==> src/rtl/sram_xbar_n.sv <==
// One-master to N-slave crossbar for the fixed-latency SRAM data port.
// Requests are address-decoded against per-slave base/mask windows; read data is routed back by a tag pipeline.
module sram_xbar_n #(
   parameter int unsigned LEN_ADDR     = 64,
   parameter int unsigned LEN_DATA     = 64,
   parameter int unsigned NUM_SLAVES   = 4,
   parameter logic [NUM_SLAVES*LEN_ADDR-1:0] SLAVE_BASE = '0,
   parameter logic [NUM_SLAVES*LEN_ADDR-1:0] SLAVE_MASK = '0,
   parameter int unsigned READ_LATENCY = 1,
   parameter logic [LEN_DATA-1:0] DEFAULT_RDATA = '0,
   parameter int unsigned ERR_CNT_W    = 16
) (
   input  logic                             clk,
   input  logic                             rst,
   input  logic [LEN_ADDR-1:0]              master_addra,
   input  logic [LEN_DATA-1:0]              master_dina,
   output logic [LEN_DATA-1:0]              master_douta,
   input  logic                             master_ena,
   input  logic [LEN_DATA/8-1:0]            master_wea,
   output logic                             master_err,
   output logic [NUM_SLAVES*LEN_ADDR-1:0]   slave_addra,
   output logic [NUM_SLAVES*LEN_DATA-1:0]   slave_dina,
   input  logic [NUM_SLAVES*LEN_DATA-1:0]   slave_douta,
   output logic [NUM_SLAVES-1:0]            slave_ena,
   output logic [NUM_SLAVES*LEN_DATA/8-1:0] slave_wea,
   output logic [ERR_CNT_W-1:0]             err_count,
   output logic [LEN_ADDR-1:0]              err_addr
);

   localparam int unsigned LEN_BE = LEN_DATA / 8;
   localparam int unsigned SEL_W  = (NUM_SLAVES > 1) ? $clog2(NUM_SLAVES) : 1;

   logic [SEL_W-1:0]        w_sel;
   logic                    w_miss;
   logic [READ_LATENCY-1:0] r_tag_valid;
   logic [READ_LATENCY-1:0] r_tag_miss;
   logic [SEL_W-1:0]        r_tag_sel [READ_LATENCY];
   logic [SEL_W-1:0]        r_ret_sel;
   logic                    r_ret_miss;
   logic                    r_err;
   logic                    w_pre_err;
   logic                    w_last_valid;
   logic [SEL_W-1:0]        w_route_sel;
   logic                    w_route_miss;
   logic [LEN_DATA-1:0]     w_slave_rd;
   logic [ERR_CNT_W-1:0]    r_err_count;
   logic [LEN_ADDR-1:0]     r_err_addr;

   // Address decode: scanning downwards lets the lowest matching index win.
   always_comb begin
      w_miss = 1'b1;
      w_sel  = '0;
      for (int i = NUM_SLAVES - 1; i >= 0; i--) begin
         if ((master_addra & SLAVE_MASK[i*LEN_ADDR +: LEN_ADDR]) == SLAVE_BASE[i*LEN_ADDR +: LEN_ADDR]) begin
            w_miss = 1'b0;
            w_sel  = SEL_W'(i);
         end
      end
   end

   // Zero-latency request forwarding; unmapped requests reach no slave.
   always_comb begin
      slave_ena = '0;
      slave_wea = '0;
      for (int i = 0; i < NUM_SLAVES; i++) begin
         if (!rst && !w_miss && (w_sel == SEL_W'(i))) begin
            slave_ena[i]                 = master_ena;
            slave_wea[i*LEN_BE +: LEN_BE] = master_wea;
         end
      end
   end

   assign slave_addra = {NUM_SLAVES{master_addra}};
   assign slave_dina  = {NUM_SLAVES{master_dina}};

   // Response tags; writes travel too so error timing is the same for all requests.
   always_ff @(posedge clk) begin
      if (rst) begin
         r_tag_valid <= '0;
         r_tag_miss  <= '0;
         for (int i = 0; i < READ_LATENCY; i++) r_tag_sel[i] <= '0;
      end else begin
         r_tag_valid[0] <= master_ena;
         r_tag_miss[0]  <= w_miss;
         r_tag_sel[0]   <= w_sel;
         for (int i = 1; i < READ_LATENCY; i++) begin
            r_tag_valid[i] <= r_tag_valid[i-1];
            r_tag_miss[i]  <= r_tag_miss[i-1];
            r_tag_sel[i]   <= r_tag_sel[i-1];
         end
      end
   end

   // The error flop is fed from the stage feeding the last one so it lines up with the response.
   generate
      if (READ_LATENCY == 1) begin : g_pre_in
         assign w_pre_err = master_ena & w_miss;
      end else begin : g_pre_tag
         assign w_pre_err = r_tag_valid[READ_LATENCY-2] & r_tag_miss[READ_LATENCY-2];
      end
   endgenerate

   assign w_last_valid = r_tag_valid[READ_LATENCY-1];
   assign w_route_sel  = w_last_valid ? r_tag_sel[READ_LATENCY-1]  : r_ret_sel;
   assign w_route_miss = w_last_valid ? r_tag_miss[READ_LATENCY-1] : r_ret_miss;

   always_ff @(posedge clk) begin
      if (rst) begin
         r_ret_sel  <= '0;
         r_ret_miss <= 1'b0;
         r_err      <= 1'b0;
      end else begin
         r_err <= w_pre_err;
         if (w_last_valid) begin
            r_ret_sel  <= r_tag_sel[READ_LATENCY-1];
            r_ret_miss <= r_tag_miss[READ_LATENCY-1];
         end
      end
   end

   always_comb begin
      w_slave_rd = slave_douta[0 +: LEN_DATA];
      for (int i = 0; i < NUM_SLAVES; i++) begin
         if (w_route_sel == SEL_W'(i)) w_slave_rd = slave_douta[i*LEN_DATA +: LEN_DATA];
      end
   end

   assign master_douta = w_route_miss ? DEFAULT_RDATA : w_slave_rd;
   assign master_err   = r_err & ~rst;

   // Unmapped-access log, updated at request time.
   always_ff @(posedge clk) begin
      if (rst) begin
         r_err_count <= '0;
         r_err_addr  <= '0;
      end else if (master_ena && w_miss) begin
         if (r_err_count != {ERR_CNT_W{1'b1}}) r_err_count <= r_err_count + ERR_CNT_W'(1);
         r_err_addr <= master_addra;
      end
   end

   assign err_count = r_err_count;
   assign err_addr  = r_err_addr;

endmodule

==> config.mk <==
export PLATFORM = sky130hd
export DESIGN_NAME = sram_xbar_n
export DESIGN_NICKNAME = d
export VERILOG_FILES = /design/src/rtl/sram_xbar_n.sv
export SDC_FILE = /design/constraint.sdc
export NUM_CORES = 1
export LEC_CHECK = 0
export BUFFER_PORTS_ARGS = -buffer_cell sky130_fd_sc_hd__buf_2
export CAP_MARGIN = 5
export CORE_AREA = 2 2 430 432
export DETAILED_ROUTE_END_ITERATION = 8
export DIE_AREA = 0 0 432 434
export PLACE_DENSITY_LB_ADDON = 0.08
export SYNTH_ARGS = -nofsm -noshare
export SYNTH_HDL_FRONTEND = slang
export SYNTH_SLANG_ARGS = --single-unit
==> constraint.sdc <==
create_clock -name clk -period 3.4 [get_ports clk]
set_clock_uncertainty 0.1 [all_clocks]
set_input_delay 0.51 -clock clk [delete_from_list [all_inputs] [get_ports clk]]
set_output_delay 0.51 -clock clk [all_outputs]
set_load 0.01 [all_outputs]
==> results.sh, run 1 <==
export IMPL_avgViaCountPerCell=1.58
export IMPL_grt_start_max_net_pins=65
export IMPL_dr_pass1_iters=4
export IMPL_die_area_sq_um=187000
export IMPL_numCtsBuffers=3
export IMPL_grt_pass1_wl_um=62200
export IMPL_die_h_um=434
export IMPL_num_io_pins=1088
export IMPL_gp_congestion=0.658
export IMPL_critical_path_max_stage_delay_ps=470
export IMPL_slew_viol_final=0
export IMPL_holdPathEnd="r_ret_sel[0]"
export IMPL_dpl_hpwl_um=47800
export IMPL_grt_pass1_vias=4824
export IMPL_path_delay_family="buffers and inverters"
export IMPL_hold_buffers=0
export IMPL_reg2reg_to="r_ret_miss"
export IMPL_drive_gt1_frac=0.709
export IMPL_maxCapViolations=0
export IMPL_layout_common_cells="339 x buf_2, 108 x conb_1, 64 x o22ai_1, 60 x o221ai_2, 60 x a21oi_2"
export IMPL_syn_inst=877
export IMPL_max_slew_margin=0.438
export IMPL_crit_slowest_cell="dfxtp_1"
export IMPL_ant_nets=0
export IMPL_p_leak_nw=2.29
export IMPL_start_kind="flop"
export IMPL_fin_nets=1073
export IMPL_cts_resized=0
export IMPL_fp_row_count=157
export IMPL_cts_root_buf="clkbuf_16"
export IMPL_cp_arrival_ps=2180
export IMPL_cts_tree="built"
export IMPL_cts_sinks=4
export IMPL_hold_path_depth=1
export IMPL_track_usage=0.0523
export IMPL_path_clk_slew_ps=30
export IMPL_finalSetupTns_ps=0
export IMPL_finalHoldViolCount=0
export IMPL_synth_distinct_cells=20
export IMPL_synth_cell_area_sq_um=7130
export IMPL_fillerInstances=21700
export IMPL_drtIter0Drc=141
export IMPL_gr_total_overflow=0
export IMPL_cts_buffer_depth=2
export IMPL_cts_setup_buffers=0
export IMPL_port_buffers=339
export IMPL_ys_seq_elements=4
export IMPL_antenna_found_initial=74
export IMPL_worst_slew_pin_slew_ps=844
export IMPL_rsz0062_at_grt="false"
export IMPL_vias=4859
export IMPL_setup_viol=0
export IMPL_cp_buffers_inverters=2
export IMPL_crit_chain="nand3b_1, buf_12, o221ai_2, a21oi_2, buf_2"
export IMPL_status="completed"
export IMPL_ir_worst_vdd_mv=0.0988
export IMPL_r2r_start="r_tag_valid"
export IMPL_yosysWarnings=0
export IMPL_synth_avg_cell_area_sq_um=8.13
export IMPL_start_util=0.0391
export IMPL_hp_class="reg2reg"
export IMPL_r2r_cells=3
export IMPL_place_ws_ps=771
export IMPL_crit_fanout=64
export IMPL_core_area_sq_um=182000
export IMPL_power_mw=0.721
export IMPL_final_period_utilization=0.819
export IMPL_die_x_um=432
export IMPL_min_from="r_ret_sel[0]"
export IMPL_max_freq_mhz=359
export IMPL_period_minus_slack_ps=2790
export IMPL_cp_end_kind="output pin"
export IMPL_ys_seq_area_frac=0.0112
export IMPL_htreeDepth=1
export IMPL_clk_latency_ps=220
export IMPL_multi_input_area_sq_um=2430
export IMPL_pwr_density_cell_nw_per_um2=96.6
export IMPL_setup_ws_ps=615
export IMPL_rrSetupSlack_ps=1840
export IMPL_crit_required_ps=2790
export IMPL_drc_errors=0
export IMPL_wire_per_inst_um=17.3
export IMPL_final_common_cell="buf_2"
export IMPL_syn2layout_area_growth_pct=4.74
export IMPL_wirelength_um=53200
export IMPL_regArea_sq_um=80.1
export IMPL_utilization=0.0409
export IMPL_critPathKind="reg2out"
## sequential cells by signal (all words and copies together) (netlist names)
register     flops
r_ret_miss       1
r_ret_sel        2
r_tag_valid      1
## worst max path at each step
stage	endpoint	cells past startpoint	slack, ps	start
global route	master_douta[8]	5	460	r_tag_valid
CTS	master_douta[8]	5	530	r_tag_valid
floorplan	master_douta[54]	5	1690	r_tag_valid
detailed placement	master_douta[8]	5	770	r_tag_valid
global placement	master_douta[8]	5	800	r_tag_valid
finish	master_douta[15]	5	610	r_tag_valid
## worst reg2reg max path, stage by stage, from the launching register on
cell and delay, ps:
dfxtp_1 470, nand2b_4 440, buf_4 360, nor2_1 70
## cells in the mapped netlist
master	n	area [sq um]
nor2_1	1	3.75
clkbuf_1	7	26.3
buf_12	6	120
nor2b_1	9	56.3
nand2b_1	3	18.8
nor3b_1	2	15.0
o22ai_1	64	400
buf_6	13	146
buf_4	623	4680
inv_2	1	3.75
nand3b_1	1	7.51
a21oi_1	4	20.0
o21ba_4	1	16.3
conb_1	1	3.75
a21oi_2	60	526
buf_8	1	15.0
o221ai_2	60	901
o221ai_1	4	35.0
dfxtp_1	4	80.1
buf_2	12	60.1
## layout make-up
class	instances	area share
tap	2385	0.399
multi-input combinational	317	0.325
timing repair buffer	351	0.249
sequential	4	0.0107
clock buffer	3	0.0101
antenna	13	0.00436
inverter	1	0.00117
## metal layers
| metal | vias to the layer above | wire length, um | track usage |
|---|---|---|---|
| met3 | 253 | 9320 | 0.0433 |
| li1 | 1878 | - | - |
| met2 | 551 | 27200 | 0.0960 |
| met4 | 84 | 1720 | 0.0120 |
| met5 | - | 568 | 0 |
| met1 | 2093 | 14300 | 0.0419 |
## report_power, final
part | leakage, nW | internal, mW | switching (mW)
combinational | 2.22 | 0.205 | 0.284
clock | 0.0371 | 0.150 | 0.0330
sequential | 0.0325 | 0.0479 | 0.00144
## through the flow
| stage | instance area (sq um) | std cells | hold slack (ps) |
|---|---|---|---|
| 4_1_cts | 7440 | 3061 | 470 |
| 5_1_grt | 7440 | 3063 | 483 |
| 3_5_place_dp | 7360 | 3058 | 467 |
| 6_report | 7470 | 3074 | 466 |
| 2_1_floorplan | 7530 | 984 | 387 |
| 3_3_place_gp | 7360 | 3058 | 460 |
## logic make-up after synthesis
family | synth area share
buf+inv | 0.708
simple gates | 0.0142
other cells | 0.000526
compound gates | 0.266
flops | 0.0112
(Power assumes the default switching activity.)
==> inputs of run 2 (changes only) <==
--- a/config.mk
+++ b/config.mk
@@ -7,9 +7,9 @@
 export LEC_CHECK = 0
 export BUFFER_PORTS_ARGS = -buffer_cell sky130_fd_sc_hd__buf_2
 export CAP_MARGIN = 5
-export CORE_AREA = 2 2 430 432
+export CORE_AREA = 2 2 427 429
 export DETAILED_ROUTE_END_ITERATION = 8
-export DIE_AREA = 0 0 432 434
+export DIE_AREA = 0 0 429 431
 export PLACE_DENSITY_LB_ADDON = 0.08
 export SYNTH_ARGS = -nofsm -noshare
 export SYNTH_HDL_FRONTEND = slang
==> constraint.sdc (replaced) <==
create_clock -name clk -period 2.4 [get_ports clk]
set_clock_uncertainty 0.1 [all_clocks]
set_input_delay 0.36 -clock clk [delete_from_list [all_inputs] [get_ports clk]]
set_output_delay 0.36 -clock clk [all_outputs]
set_load 0.01 [all_outputs]
==> run 2 against run 1 <==
Utilization is 0.15 points higher. Worst hold slack worse by 77 ps. Largest cell class unchanged. Critical path depth is 1 higher. Critical path type unchanged. Final cell count is 0.33% lower. Sequential power is 42% higher. Wire length is 9.3% higher. Critical endpoint is now master_douta[63]. Design area is 2.4% higher. Power is 46% higher. Clock-buffer cell count stayed put.
==> results.sh, run 2 (synthesized netlist as in run 1, its figures left out) <==
export IMPL_status="completed"
export IMPL_path_clk_slew_ps=30
export IMPL_crit_fanout=12
export IMPL_setup_viol=0
export IMPL_critical_path_max_stage_delay_ps=440
export IMPL_track_usage=0.0594
export IMPL_drc_errors=0
export IMPL_cp_end_kind="output pin"
export IMPL_drive_gt1_frac=0.716
export IMPL_grt_use_met1=0.0564
export IMPL_cts_root_buf="clkbuf_16"
export IMPL_start_util=0.0396
export IMPL_final_period_utilization=0.965
export IMPL_place_inst=3050
export IMPL_numCtsBuffers=3
export IMPL_syn2layout_area_growth_pct=7.26
export IMPL_maxCapViolations=0
export IMPL_ir_worst_vdd_mv=0.196
export IMPL_cp_arrival_ps=1860
export IMPL_finalSetupTns_ps=0
export IMPL_crit_chain="o21ba_4, buf_4, o221ai_1, buf_4, a21oi_1, buf_2"
export IMPL_num_io_pins=1088
export IMPL_gp_congestion=0.673
export IMPL_wire_per_inst_um=19.0
export IMPL_cts_sinks=4
export IMPL_die_h_um=431
export IMPL_period_minus_slack_ps=2320
export IMPL_crit_required_ps=1940
export IMPL_start_kind="flop"
export IMPL_largest_reg_flops=2
export IMPL_regArea_sq_um=81.3
export IMPL_grt_pass1_vias=5035
export IMPL_rsz0062_at_grt="true"
export IMPL_path_delay_family="buffers and inverters"
export IMPL_crit_slowest_cell="dfxtp_1"
export IMPL_grt_start_max_net_pins=36
export IMPL_dr_pass1_iters=4
export IMPL_fin_nets=1083
export IMPL_antenna_found_initial=84
export IMPL_grtUsageMet3=0.0384
export IMPL_finalHoldViolCount=0
export IMPL_fillerInstances=21500
export IMPL_avgViaCountPerCell=1.60
export IMPL_cts_buffer_depth=2
export IMPL_vias=4913
export IMPL_p_leak_nw=2.40
export IMPL_grt_pass1_wl_um=69400
export IMPL_power_mw=1.05
export IMPL_final_cell_count_no_fill=3064
export IMPL_reg_largest_list="r_ret_sel x2, r_ret_miss x1, r_tag_valid x1"
export IMPL_ant_nets=0
export IMPL_dpl_hpwl_um=51900
export IMPL_clk_latency_ps=230
export IMPL_final_common_cell="buf_2"
export IMPL_pwr_density_cell_nw_per_um2=138
export IMPL_cp_buffers_inverters=3
export IMPL_max_slew_margin=0.517
export IMPL_busiest_layer="met2"
export IMPL_path_common_cell="buf_4"
export IMPL_slew_viol_final=0
export IMPL_drtIter0Drc=196
export IMPL_die_area_sq_um=185000
export IMPL_hp_class="in2reg"
export IMPL_gr_total_overflow=0
export IMPL_core_area_sq_um=180000
export IMPL_port_buffers=339
export IMPL_htreeDepth=1
export IMPL_layout_common_cells="339 x buf_2, 108 x conb_1, 64 x o22ai_1, 60 x a21oi_2, 58 x o221ai_2"
export IMPL_max_freq_mhz=432
export IMPL_fp_row_count=156
export IMPL_wirelength_um=58100
export IMPL_multi_input_area_sq_um=2460
export IMPL_die_x_um=429
export IMPL_cts_tree="built"
export IMPL_top_register="r_ret_sel"
export IMPL_grt_use_met2=0.109
export IMPL_critPathKind="reg2out"
export IMPL_worst_slew_pin_slew_ps=724
run 2: cell types whose count changed in the layout (fill, tap and decap cells not counted), moves of 2 or more:
cell      change
buf_12        +6
o221ai_2      -2
diode_2       -5
o221ai_4      +2
buf_4         +2
run 2: metal layers:
layer / up-vias / routed length [um]
met5: - / 458
met4: 68 / 1240
met3: 226 / 8210
met2: 599 / 29600
met1: 2126 / 18600
li1: 1894 / -
run 2: final cells by class:
class	count	share of cell area
well taps	2370	0.388
multi-input cells	317	0.322
repair buffers	361	0.267
flip-flops and latches	4	0.0106
inverters	1	0.000818
clock buffers	3	0.00981
diodes	8	0.00262
run 2: what timing repair did:
| item | CTS | global route |
|---|---|---|
| cloned | 1 | 0 |
| hold buffers | 0 | 0 |
| setup endpoints to repair | 10 | 19 |
| resized for setup | 2 | 4 |
| buffers inserted | 2 | 0 |
run 2: path summary, 6_finish.rpt:
check,cells after the start,slack (ps),end,startpoint
worst max-delay path,6,80,master_douta[63],r_ret_sel[0]
worst min-delay path,2,390,r_ret_miss,rst
worst max register to register,3,1220,r_ret_miss,r_tag_valid
worst min register to register,1,420,r_ret_sel[1],r_tag_valid
run 2: power breakdown:
part | internal (mW) | switching [mW]
clock | 0.213 | 0.0488
sequential | 0.0681 | 0.00195
combinational | 0.300 | 0.422
run 2: metrics by stage:
stage                     setup WS, ps  hold slack (ps)    util  instance area [sq um]
after detailed placement           112              472  0.0415                   7470
final                             83.3              389  0.0425                   7650
after global routing             -29.1              388  0.0424                   7640
after CTS                         19.7              394  0.0423                   7610
after global placement             105              456  0.0415                   7470
after floorplan                    844              382       -                   7530
